## src/rtl/spi_word_sequencer_if.sv

```systemverilog
// Bus bundle between the configuration control logic, the word sequencer
// and the 24-bit SPI transmit controller. The master side is the control
// logic plus the SPI controller; the slave side is the sequencer itself.
interface spi_word_sequencer_if #(
  parameter int ADDR_W = 4
);
  logic              wr_en;
  logic [23:0]       wr_data;
  logic              full;
  logic              empty;
  logic [ADDR_W:0]   level;
  logic              overflow;
  logic              clr_err;
  logic [23:0]       spi_data_in;
  logic              spi_load;
  logic              spi_done;
  logic              busy;
  logic [15:0]       words_sent;
  logic              err_timeout;

  modport master (
    output wr_en, wr_data, clr_err, spi_done,
    input  full, empty, level, overflow, spi_data_in, spi_load, busy,
           words_sent, err_timeout
  );

  modport slave (
    input  wr_en, wr_data, clr_err, spi_done,
    output full, empty, level, overflow, spi_data_in, spi_load, busy,
           words_sent, err_timeout
  );
endinterface

```

## src/rtl/spi_word_sequencer.sv

```systemverilog
// spi_word_sequencer: FIFO-buffered feeder for the 24-bit SPI transmit
// controller. Words written by the control logic are queued, then handed to
// the controller one at a time over the load_data / done_send level
// handshake, with a programmable idle gap after every completed word.
// spi_done comes from another timing domain and is resynchronised here.
// Optional build macro SEQ_TIMEOUT_EN adds a handshake watchdog that drops a
// stuck word after TIMEOUT_CYCLES and raises the sticky err_timeout flag.
module spi_word_sequencer #(
  parameter int DEPTH          = 16,
  parameter int ADDR_W         = 4,
  parameter int SYNC_STAGES    = 2,
  parameter int GAP_CYCLES     = 20,
  parameter int TIMEOUT_CYCLES = 4000
) (
  input  logic                 clk,
  input  logic                 rst,
  spi_word_sequencer_if.slave  bus
);

  localparam int GAP_W = $clog2(GAP_CYCLES + 2);
  localparam logic [ADDR_W:0]   LVL_ONE  = (ADDR_W + 1)'(1);
  localparam logic [ADDR_W:0]   LVL_FULL = (ADDR_W + 1)'(DEPTH);
  localparam logic [ADDR_W-1:0] PTR_ONE  = ADDR_W'(1);

  // Parameter sanity checks at elaboration time.
  if (DEPTH != (1 << ADDR_W)) begin : g_bad_depth
    $error("DEPTH must equal 2**ADDR_W");
  end
  if (SYNC_STAGES < 2) begin : g_bad_sync
    $error("SYNC_STAGES must be at least 2");
  end
  if (TIMEOUT_CYCLES < 1) begin : g_bad_timeout
    $error("TIMEOUT_CYCLES must be at least 1");
  end

  typedef enum logic [1:0] {IDLE, LOAD, RELEASE, GAP} state_t;

  state_t                state_q, state_d;
  logic [23:0]           mem_q [DEPTH];
  logic [ADDR_W-1:0]     wr_ptr_q, wr_ptr_d, rd_ptr_q, rd_ptr_d;
  logic [ADDR_W:0]       level_q, level_d;
  logic                  full_q, full_d, empty_q, empty_d;
  logic                  overflow_q, overflow_d;
  logic [23:0]           data_q, data_d;
  logic [15:0]           sent_q, sent_d;
  logic [GAP_W-1:0]      gap_q, gap_d;
  logic [SYNC_STAGES-1:0] sync_q;
  logic                  done_s;
  logic                  push, pop;
  logic                  tmo_hit;

  assign done_s = sync_q[SYNC_STAGES-1];
  // full is sampled before any pop, so a write while full is always dropped.
  assign push   = bus.wr_en && !full_q;

`ifdef SEQ_TIMEOUT_EN
  localparam int TMO_W = $clog2(TIMEOUT_CYCLES + 1);
  logic [TMO_W-1:0] tmo_q;
  logic             err_q, err_d;

  assign tmo_hit = ((state_q == LOAD) || (state_q == RELEASE)) &&
                   (tmo_q == TMO_W'(TIMEOUT_CYCLES - 1));

  // Watchdog: counts cycles spent waiting on the handshake, restarts on any state change.
  always_ff @(posedge clk or posedge rst) begin
    if (rst) begin
      tmo_q <= '0;
      err_q <= 1'b0;
    end else begin
      err_q <= err_d;
      if (state_d != state_q) begin
        tmo_q <= '0;
      end else if ((state_q == LOAD) || (state_q == RELEASE)) begin
        tmo_q <= tmo_q + TMO_W'(1);
      end
    end
  end

  // Sticky timeout flag; a new timeout beats a simultaneous clear.
  always_comb begin
    err_d = bus.clr_err ? 1'b0 : err_q;
    if (tmo_hit) begin
      err_d = 1'b1;
    end
  end

  assign bus.err_timeout = err_q;
`else
  assign tmo_hit         = 1'b0;
  assign bus.err_timeout = 1'b0;
`endif

  // Two-flop (or deeper) synchroniser for the controller's done_send.
  always_ff @(posedge clk or posedge rst) begin
    if (rst) begin
      sync_q <= '0;
    end else begin
      sync_q <= {sync_q[SYNC_STAGES-2:0], bus.spi_done};
    end
  end

  // FIFO storage; contents need no reset because the pointers define validity.
  always_ff @(posedge clk) begin
    if (push) begin
      mem_q[wr_ptr_q] <= bus.wr_data;
    end
  end

  // FIFO pointers, occupancy flags and the sticky overflow flag.
  always_comb begin
    wr_ptr_d   = push ? wr_ptr_q + PTR_ONE : wr_ptr_q;
    rd_ptr_d   = pop  ? rd_ptr_q + PTR_ONE : rd_ptr_q;
    level_d    = level_q;
    if (push && !pop) begin
      level_d = level_q + LVL_ONE;
    end else if (!push && pop) begin
      level_d = level_q - LVL_ONE;
    end
    full_d     = (level_d == LVL_FULL);
    empty_d    = (level_d == '0);
    overflow_d = bus.clr_err ? 1'b0 : overflow_q;
    if (bus.wr_en && full_q) begin
      overflow_d = 1'b1;
    end
  end

  // Handshake FSM next-state: pop in IDLE, wait for done high, wait for done low, then gap.
  always_comb begin
    state_d = state_q;
    data_d  = data_q;
    sent_d  = sent_q;
    gap_d   = gap_q;
    pop     = 1'b0;
    case (state_q)
      IDLE: begin
        if (!empty_q) begin
          pop     = 1'b1;
          data_d  = mem_q[rd_ptr_q];
          state_d = LOAD;
        end
      end
      LOAD: begin
        if (tmo_hit) begin
          state_d = IDLE;
        end else if (done_s) begin
          state_d = RELEASE;
        end
      end
      RELEASE: begin
        if (tmo_hit) begin
          state_d = IDLE;
        end else if (!done_s) begin
          sent_d  = sent_q + 16'd1;
          gap_d   = GAP_W'(GAP_CYCLES);
          state_d = GAP;
        end
      end
      GAP: begin
        // Exactly GAP_CYCLES cycles in GAP; a zero gap still spends the one entry cycle.
        if (gap_q <= GAP_W'(1)) begin
          state_d = IDLE;
        end else begin
          gap_d = gap_q - GAP_W'(1);
        end
      end
      default: state_d = IDLE;
    endcase
  end

  // State and control registers; reset drops the FSM to IDLE and empties the FIFO.
  always_ff @(posedge clk or posedge rst) begin
    if (rst) begin
      state_q    <= IDLE;
      wr_ptr_q   <= '0;
      rd_ptr_q   <= '0;
      level_q    <= '0;
      full_q     <= 1'b0;
      empty_q    <= 1'b1;
      overflow_q <= 1'b0;
      data_q     <= '0;
      sent_q     <= '0;
      gap_q      <= '0;
    end else begin
      state_q    <= state_d;
      wr_ptr_q   <= wr_ptr_d;
      rd_ptr_q   <= rd_ptr_d;
      level_q    <= level_d;
      full_q     <= full_d;
      empty_q    <= empty_d;
      overflow_q <= overflow_d;
      data_q     <= data_d;
      sent_q     <= sent_d;
      gap_q      <= gap_d;
    end
  end

  // load_data drops as soon as the synchronised done is seen, without waiting
  // for the state register, so the release lands SYNC_STAGES edges after done.
  assign bus.spi_load    = (state_q == LOAD) && !done_s;
  assign bus.spi_data_in = data_q;
  assign bus.busy        = (state_q != IDLE);
  assign bus.words_sent  = sent_q;
  assign bus.full        = full_q;
  assign bus.empty       = empty_q;
  assign bus.level       = level_q;
  assign bus.overflow    = overflow_q;

endmodule

```

## src/flat_wrapper.sv

```systemverilog
// flat-port wrapper written by rule: the top's interface ports become plain ports
module spi_word_sequencer_flat 
#(
  parameter int DEPTH          = 16,
  parameter int ADDR_W         = 4,
  parameter int SYNC_STAGES    = 2,
  parameter int GAP_CYCLES     = 20,
  parameter int TIMEOUT_CYCLES = 4000
)
  (clk, rst, bus_wr_en, bus_wr_data, bus_clr_err, bus_spi_done, bus_full, bus_empty, bus_level, bus_overflow, bus_spi_data_in, bus_spi_load, bus_busy, bus_words_sent, bus_err_timeout);
  spi_word_sequencer_if #(.ADDR_W(ADDR_W)) bus_i ();
  input  logic clk;
  input  logic rst;
  input wire logic [$bits(bus_i.wr_en)-1:0] bus_wr_en;
  input wire logic [$bits(bus_i.wr_data)-1:0] bus_wr_data;
  input wire logic [$bits(bus_i.clr_err)-1:0] bus_clr_err;
  input wire logic [$bits(bus_i.spi_done)-1:0] bus_spi_done;
  output wire logic [$bits(bus_i.full)-1:0] bus_full;
  output wire logic [$bits(bus_i.empty)-1:0] bus_empty;
  output wire logic [$bits(bus_i.level)-1:0] bus_level;
  output wire logic [$bits(bus_i.overflow)-1:0] bus_overflow;
  output wire logic [$bits(bus_i.spi_data_in)-1:0] bus_spi_data_in;
  output wire logic [$bits(bus_i.spi_load)-1:0] bus_spi_load;
  output wire logic [$bits(bus_i.busy)-1:0] bus_busy;
  output wire logic [$bits(bus_i.words_sent)-1:0] bus_words_sent;
  output wire logic [$bits(bus_i.err_timeout)-1:0] bus_err_timeout;
  assign bus_i.wr_en = bus_wr_en;
  assign bus_i.wr_data = bus_wr_data;
  assign bus_i.clr_err = bus_clr_err;
  assign bus_i.spi_done = bus_spi_done;
  assign bus_full = bus_i.full;
  assign bus_empty = bus_i.empty;
  assign bus_level = bus_i.level;
  assign bus_overflow = bus_i.overflow;
  assign bus_spi_data_in = bus_i.spi_data_in;
  assign bus_spi_load = bus_i.spi_load;
  assign bus_busy = bus_i.busy;
  assign bus_words_sent = bus_i.words_sent;
  assign bus_err_timeout = bus_i.err_timeout;
  spi_word_sequencer #(.DEPTH(DEPTH), .ADDR_W(ADDR_W), .SYNC_STAGES(SYNC_STAGES), .GAP_CYCLES(GAP_CYCLES), .TIMEOUT_CYCLES(TIMEOUT_CYCLES)) u_core (.clk(clk), .rst(rst), .bus(bus_i));
endmodule
```

## config.mk

```make
export PLATFORM = sky130hd
export DESIGN_NAME = spi_word_sequencer_flat
export DESIGN_NICKNAME = d
export VERILOG_FILES = /design/src/rtl/spi_word_sequencer_if.sv /design/src/rtl/spi_word_sequencer.sv /design/src/flat_wrapper.sv
export SDC_FILE = /design/constraint.sdc
export NUM_CORES = 1
export LEC_CHECK = 0
export ABC_CLOCK_PERIOD_IN_PS = 5150
export CORE_UTILIZATION = 39
export CTS_CLUSTER_SIZE = 40
export DETAILED_ROUTE_END_ITERATION = 10
export PLACE_DENSITY = 0.65
export SETUP_SLACK_MARGIN = 0.3
export SLEW_MARGIN = 20
export SYNTH_ARGS = -nofsm -noshare
export SYNTH_HDL_FRONTEND = slang
export SYNTH_SLANG_ARGS = --single-unit
```

## constraint.sdc

```tcl
create_clock -name clk -period 5.15 [get_ports clk]
set_input_delay 1.03 -clock clk [delete_from_list [all_inputs] [get_ports clk]]
set_output_delay 1.03 -clock clk [all_outputs]
set_load 0.05 [all_outputs]
```

==> results.py, run 1 <==
metrics = {
    "clocking": {
        "ctsResizeCount": 0,
        "ctsHtreeMaxLevel": 2,
        "cts-root-buf": "clkbuf_16",
        "cts_buffers": 46,
        "cts.clk_slew.worst_paths_ps": 60,
        "cts_tree": "yes",
        "cts_hold_buf": 0,
        "cts_setup_buffers": 0,
        "worstSkewPairLatency_ps": 550,
        "clock_sinks": 449,
        "cts_buffer_depth": 3,
    },
    "sta": {
        "skew_ps": 12.5,
        "setup_ws_ps": 1890,
        "maxSlewViolCount": 0,
        "final.min_clock_period_ps": 3260,
        "finalSetupViolations": 0,
        "hold_viol_final": 0,
        "holdWs_ps": 363,
        "slew_headroom_pct": 40.3,
        "timing.fmax_mhz": 307,
        "min_period_over_period_pct": 63.2,
        "rsz0062_at_grt": "no",
        "fin_tns_setup_ps": 0,
        "worst_pin_slew_ps": 895,
    },
    "cells_and_area": {
        "diodes": 0,
        "area_growth_syn_to_layout_pct": 16.5,
        "utilization_pct": 46.3,
        "stdcell_count": 1809,
        "drive_above_1_share_pct": 7.97,
        "n_fill_cell": 3753,
        "stdcell_area_um2": 20600,
        "nets": 1227,
    },
    "synth": {
        "ys_types": 44,
        "synth_warnings": 0,
        "async_flop_share_pct": 14.5,
        "synth_flop_cell": "edfxtp_1",
        "synth_cells": 1092,
        "synth_area_leaders": "edfxtp_1 (65%), mux2i_1 (11%), dfrtp_1 (9.1%)",
        "ys_seq_elements": 449,
        "synth-seq-area-share_pct": 74.5,
        "yosys-top-cells-count": "edfxtp_1 (384), mux2i_1 (192), nor2_1 (85), o22ai_1 (74), dfrtp_1 (64)",
        "yosysMostFrequentCell": "edfxtp_1",
        "synth_top_area_share_pct": 65.3,
        "synth_edf_count": 384,
        "syn_area_um2": 17700,
        "synth_area_per_cell_um2": 16.2,
        "synth_top_area_cell": "edfxtp_1",
        "syn_nets": 1136,
    },
    "placement": {
        "hpwl_um": 23800,
        "port_buffers": 78,
        "placedInstanceArea_um2": 19100,
        "post-place-ws_ps": 1420,
        "placed_cells": 1727,
        "place_congestion": 0.753,
    },
    "global_routing": {
        "grt_pass1_wl_um": 57800,
        "track_usage_pct": 16.4,
        "grt-ovfl-total": 0,
        "grt.busiest_layer": "met2",
        "grt_use_met1_pct": 24.1,
        "first_global_vias": 9681,
        "antenna_found_initial": 1,
        "grt.met3_usage_pct": 2.94,
        "grt_use_met2_pct": 24.9,
        "grt_max_degree": 59,
    },
    "floorplanning": {
        "num_rows": 77,
        "die_y_um": 215,
        "io_pins": 80,
        "coreArea_um2": 44400,
        "die_area_um2": 46100,
        "die_w_um": 215,
        "initial_utilization_pct": 39.8,
    },
    "setup_path": {
        "max_stage_delay_ps": 830,
        "r2r_start": "u_core.rd_ptr_q[0]$_DFFE_PP0P_",
        "path_class": "reg -> out",
        "cp_data_required_time_ps": 4120,
        "crit_arrival_ps": 2230,
        "r2r_cells": 6,
        "cp-start-kind": "register",
        "worstPathCellList": "inv_1, ha_1, nor2b_1, clkdlybuf4s50_1",
        "crit_start": "u_core.state_q[1]$_DFFE_PP0P_",
        "critical-path-slowest-cell": "clkdlybuf4s50_1",
        "cp-end-kind": "primary output",
        "r2r_slack_ps": 2200,
        "cp_max_fo": 4,
        "crit_end": "bus_spi_load",
        "reg2reg_to": "u_core.bus.spi_data_in[14]$_DFFE_PP0P_",
    },
    "routing": {
        "drt-pass1-iter-count": 5,
        "drt_iter0_markers": 794,
        "ant_nets": 0,
        "routedWlPerCell_um": 20.8,
        "vias": 9513,
        "drt-total-wl_um": 37600,
        "route.detailed.drc": 0,
        "vias_per_cell": 5.26,
    },
    "power_and_ir_drop": {
        "power.density_nw_per_um2": 574,
        "leakagePower_nw": 7.31,
        "ir_worst_vdd_mv": 0.324,
        "totalPowerFinal_mw": 11.8,
    },
    "job": {
        "cap_violations": 0,
    },
    "worst_hold_path": {
        "hp-class": "reg -> reg",
        "holdPathStages": 0,
    },
    "run_status": {
        "status": "completed",
    },
}
-- power breakdown --
group	switching, mW	internal (mW)
Clock	1.30	1.87
Sequential	0.371	4.47
Combinational	2.42	1.38
Total	4.10	7.72
-- cell type report --
class / count / area, um^2 / area share [%]
flip-flops and latches: 449 / 13200 / 64.0
clock buffers: 62 / 1230 / 5.99
well taps: 592 / 741 / 3.60
multi-input cells: 574 / 4220 / 20.5
inverters: 12 / 46.3 / 0.225
repair buffers: 100 / 978 / 4.76
clock inverters: 20 / 191 / 0.931
-- cell families after synthesis --
group | synth area share, %
DFF | 74.5
and+or+nand+nor | 6.05
muxes | 11.0
AOI/OAI and AO/OA | 4.40
buffers and inverters | 1.71
xor gates and xnor gates | 1.24
adders and majority gates | 1.06
other | 0.0212
-- cell usage in the layout (no fill, tap or decap), drive strengths merged, types with 2 or more instances in the layout --
master / instances
nand4: 6
ha: 15
or3: 3
o21ai: 12
bufinv: 4
clkinv: 16
mux2: 2
o211ai: 2
and2: 21
nand3: 5
nor2: 85
a211oi: 24
xnor2: 19
dfrtp: 64
clkbuf: 62
nand2b: 6
nor4: 24
buf: 22
clkdlybuf4s50: 78
edfxtp: 384
o22ai: 74
nor3: 31
and3: 5
inv: 12
xor2: 6
mux2i: 192
nand2: 25
nor2b: 4
-- state kept, by name (all words and copies together) (netlist names) --
name,count
u_core.bus.words_sent,16
u_core.bus.full,1
u_core.bus.spi_data_in,24
u_core.bus.overflow,1
u_core.state_q,2
u_core.rd_ptr_q,4
u_core.sync_q,2
u_core.gap_q,5
u_core.bus.level,5
u_core.mem_q,384
u_core.wr_ptr_q,4
u_core.bus.empty,1
-- worst max-delay path, delay by kind of cell (launching register included) --
kind	cells	cell delay [ps]
fa+ha+maj	1	160
buf+inv	2	950
simple gates	1	190
flops	1	390
-- metal layers --
layer	routed length, um	up-vias	part of all wire (%)
met5	0	-	0
met1	18100	4828	48
li1	-	4386	-
met4	675	0	1.8
met2	16900	244	45
met3	1970	55	5.2
-- worst min-delay path by stage --
stage                                       endpoint                  startpoint  slack (ps)
final                     u_core.sync_q[1]$_DFF_PP0_  u_core.sync_q[0]$_DFF_PP0_         360
after global routing      u_core.sync_q[1]$_DFF_PP0_  u_core.sync_q[0]$_DFF_PP0_         380
after CTS                 u_core.sync_q[1]$_DFF_PP0_  u_core.sync_q[0]$_DFF_PP0_         370
after floorplan           u_core.sync_q[1]$_DFF_PP0_  u_core.sync_q[0]$_DFF_PP0_         330
after detailed placement  u_core.sync_q[1]$_DFF_PP0_  u_core.sync_q[0]$_DFF_PP0_         350
after global placement    u_core.sync_q[1]$_DFF_PP0_  u_core.sync_q[0]$_DFF_PP0_         370
(Power assumes the default switching activity.)
==> run 2: changes to the inputs <==
--- a/config.mk
+++ b/config.mk
@@ -5,11 +5,11 @@
 export SDC_FILE = /design/constraint.sdc
 export NUM_CORES = 1
 export LEC_CHECK = 0
-export ABC_CLOCK_PERIOD_IN_PS = 5150
+export ABC_CLOCK_PERIOD_IN_PS = 2900
 export CORE_UTILIZATION = 39
 export CTS_CLUSTER_SIZE = 40
 export DETAILED_ROUTE_END_ITERATION = 10
-export PLACE_DENSITY = 0.65
+export PLACE_DENSITY = 0.68
 export SETUP_SLACK_MARGIN = 0.3
 export SLEW_MARGIN = 20
 export SYNTH_ARGS = -nofsm -noshare
==> constraint.sdc (replaced) <==
create_clock -name clk -period 2.9 [get_ports clk]
set_input_delay 0.58 -clock clk [delete_from_list [all_inputs] [get_ports clk]]
set_output_delay 0.58 -clock clk [all_outputs]
set_load 0.05 [all_outputs]
==> results.py, run 2 (synthesis results as in run 1) <==
metrics = {
    "setup_path": {
        "path_buf_inv": 2,
        "cp_max_fo": 4,
        "max_stage_delay_ps": 520,
        "path_delay_family": "buffers and inverters",
        "cp_data_required_time_ps": 2320,
        "cp-end-kind": "primary output",
        "critical-path-slowest-cell": "clkdlybuf4s15_1",
        "worstPathCellList": "inv_1, ha_1, nor2b_1, clkdlybuf4s15_1",
        "cp-start-kind": "register",
        "path_class": "reg -> out",
        "crit_arrival_ps": 1930,
    },
    "power_and_ir_drop": {
        "pwr-share-comb_pct": 34.4,
        "ir_worst_vdd_mv": 0.518,
        "leakagePower_nw": 7.51,
        "intPower_mw": 13.8,
        "swShare_pct": 34.8,
        "clkPwrFrac_pct": 25.9,
        "seq_power_share_pct": 39.7,
        "power.net_switching_mw": 7.37,
        "power.density_nw_per_um2": 1010,
    },
    "sta": {
        "min_period_over_period_pct": 86.5,
        "finalSetupViolations": 0,
        "fin_tns_setup_ps": 0,
        "maxSlewViolCount": 0,
        "hold_viol_final": 0,
        "final.min_clock_period_ps": 2510,
        "worst_pin_slew_ps": 827,
        "slew_headroom_pct": 44.7,
        "holdWs_ps": 363,
        "setup_ws_ps": 392,
        "timing.fmax_mhz": 399,
        "skew_ps": 12.5,
        "rsz0062_at_grt": "yes",
    },
    "placement": {
        "place_congestion": 0.839,
        "port_buffers": 78,
        "placedInstanceArea_um2": 19500,
        "hpwl_um": 25000,
        "post-place-ws_ps": 229,
    },
    "cells_and_area": {
        "largest_register_ffs": 384,
        "area_growth_syn_to_layout_pct": 18.5,
        "drive_above_1_share_pct": 10.2,
        "regMostFlops": "u_core.mem_q",
        "stdcell_area_um2": 20900,
        "final_common_cell": "edfxtp_1",
        "nets": 1257,
        "mostFrequentLayoutCells": "edfxtp_1 (384), mux2i_1 (192), nor2_1 (85)",
        "diodes": 0,
    },
    "routing": {
        "vias_per_cell": 5.23,
        "drt-pass1-iter-count": 5,
        "vias": 9631,
        "drt_iter0_markers": 751,
        "routedWlPerCell_um": 21.1,
        "drt-total-wl_um": 38900,
        "route.detailed.drc": 0,
        "ant_nets": 0,
    },
    "clocking": {
        "worstSkewPairLatency_ps": 550,
        "cts_hold_buf": 0,
        "cts_tree": "yes",
        "cts_buffers": 45,
        "cts_buffer_depth": 3,
        "ctsHtreeMaxLevel": 2,
        "cts-root-buf": "clkbuf_16",
        "clock_sinks": 449,
        "cts.clk_slew.worst_paths_ps": 60,
    },
    "floorplanning": {
        "io_pins": 80,
        "coreArea_um2": 44400,
        "num_rows": 77,
        "die_area_um2": 46100,
        "die_y_um": 215,
        "die_w_um": 215,
        "initial_utilization_pct": 39.8,
    },
    "global_routing": {
        "first_global_vias": 9743,
        "grt.busiest_layer": "met2",
        "antenna_found_initial": 0,
        "grt_use_met1_pct": 23.7,
        "track_usage_pct": 16.8,
        "grt.met3_usage_pct": 2.42,
        "grt_use_met2_pct": 27.5,
        "grt_pass1_wl_um": 59100,
        "grt-ovfl-total": 0,
        "grt_max_degree": 66,
    },
    "worst_hold_path": {
        "hp-class": "reg -> reg",
    },
    "run_status": {
        "status": "completed",
    },
    "job": {
        "cap_violations": 0,
    },
}
## run 2: changes by cell type in the layout (fill, tap and decap cells not counted), moves of 2 or more
cell             delta
clkinv_1            -2
bufinv_16           -2
and2_1              +6
clkbuf_1            -3
buf_4              +17
and2_2              -6
buf_12             +14
clkdlybuf4s50_1     -2
clkinv_2            +6
## run 2: path summary, 6_finish.rpt
path	slack, ps	cells after the start	to	startpoint
worst max-delay path	390	4	bus_spi_load	u_core.state_q[1]$_DFFE_PP0P_
worst min register to register	360	0	u_core.sync_q[1]$_DFF_PP0_	u_core.sync_q[0]$_DFF_PP0_
max in group asynchronous	1810	3	u_core.bus.empty$_DFF_PP1_	rst
worst max register to register	580	8	u_core.bus.empty$_DFF_PP1_	u_core.state_q[0]$_DFFE_PP0P_
min in group asynchronous	420	2	u_core.bus.words_sent[7]$_DFFE_PP0P_	rst
worst min-delay path	360	0	u_core.sync_q[1]$_DFF_PP0_	u_core.sync_q[0]$_DFF_PP0_
## run 2: area by class of cell
cell class                 count  area, um^2
inverter                      12        46.3
sequential                   449       13200
timing repair buffer         131        1380
multi-input combinational    574        4210
tap                          592         741
clock inverter                22         154
clock buffer                  60        1230
fill                        3764       23500
## run 2: timing repair
action                     4_1_cts  5_1_grt
setup endpoints to repair        2        2
setup buffers                    0        0
resized for setup                2        2
## run 2: per-stage QoR
stage	utilization (%)	power, mW	cells
floorplan	-	13.3	1092
global placement	44.0	15.7	1758
detailed placement	44.0	15.9	1758
CTS	47.1	21.3	1840
global route	47.1	22.1	1840
finish	47.1	21.2	1840
## run 2: power groups by stage
stage / Sequential (mW) / Clock, mW / Combinational [mW]
finish: 8.43 / 5.49 / 7.30
global route: 8.52 / 5.84 / 7.78
CTS: 8.44 / 5.58 / 7.32
detailed placement: 8.56 / 0 / 7.30
global placement: 8.55 / 0 / 7.19
floorplan: 9.23 / 0 / 4.02
## run 2: worst reg2reg max path, stage by stage, from the launching register on
cell and delay [ps]:
dfrtp_1 400, inv_1 130, ha_1 230, and2b_2 260, buf_6 250, nor3_1 100, or3_1 370, a222oi_1 330
nor2b_1 180
## run 2: per-layer routing
| layer | up-vias | wire length [um] |
|---|---|---|
| li1 | 4447 | - |
| met1 | 4916 | 17700 |
| met2 | 222 | 18900 |
| met3 | 46 | 1710 |
| met4 | 0 | 578 |
| met5 | - | 0 |
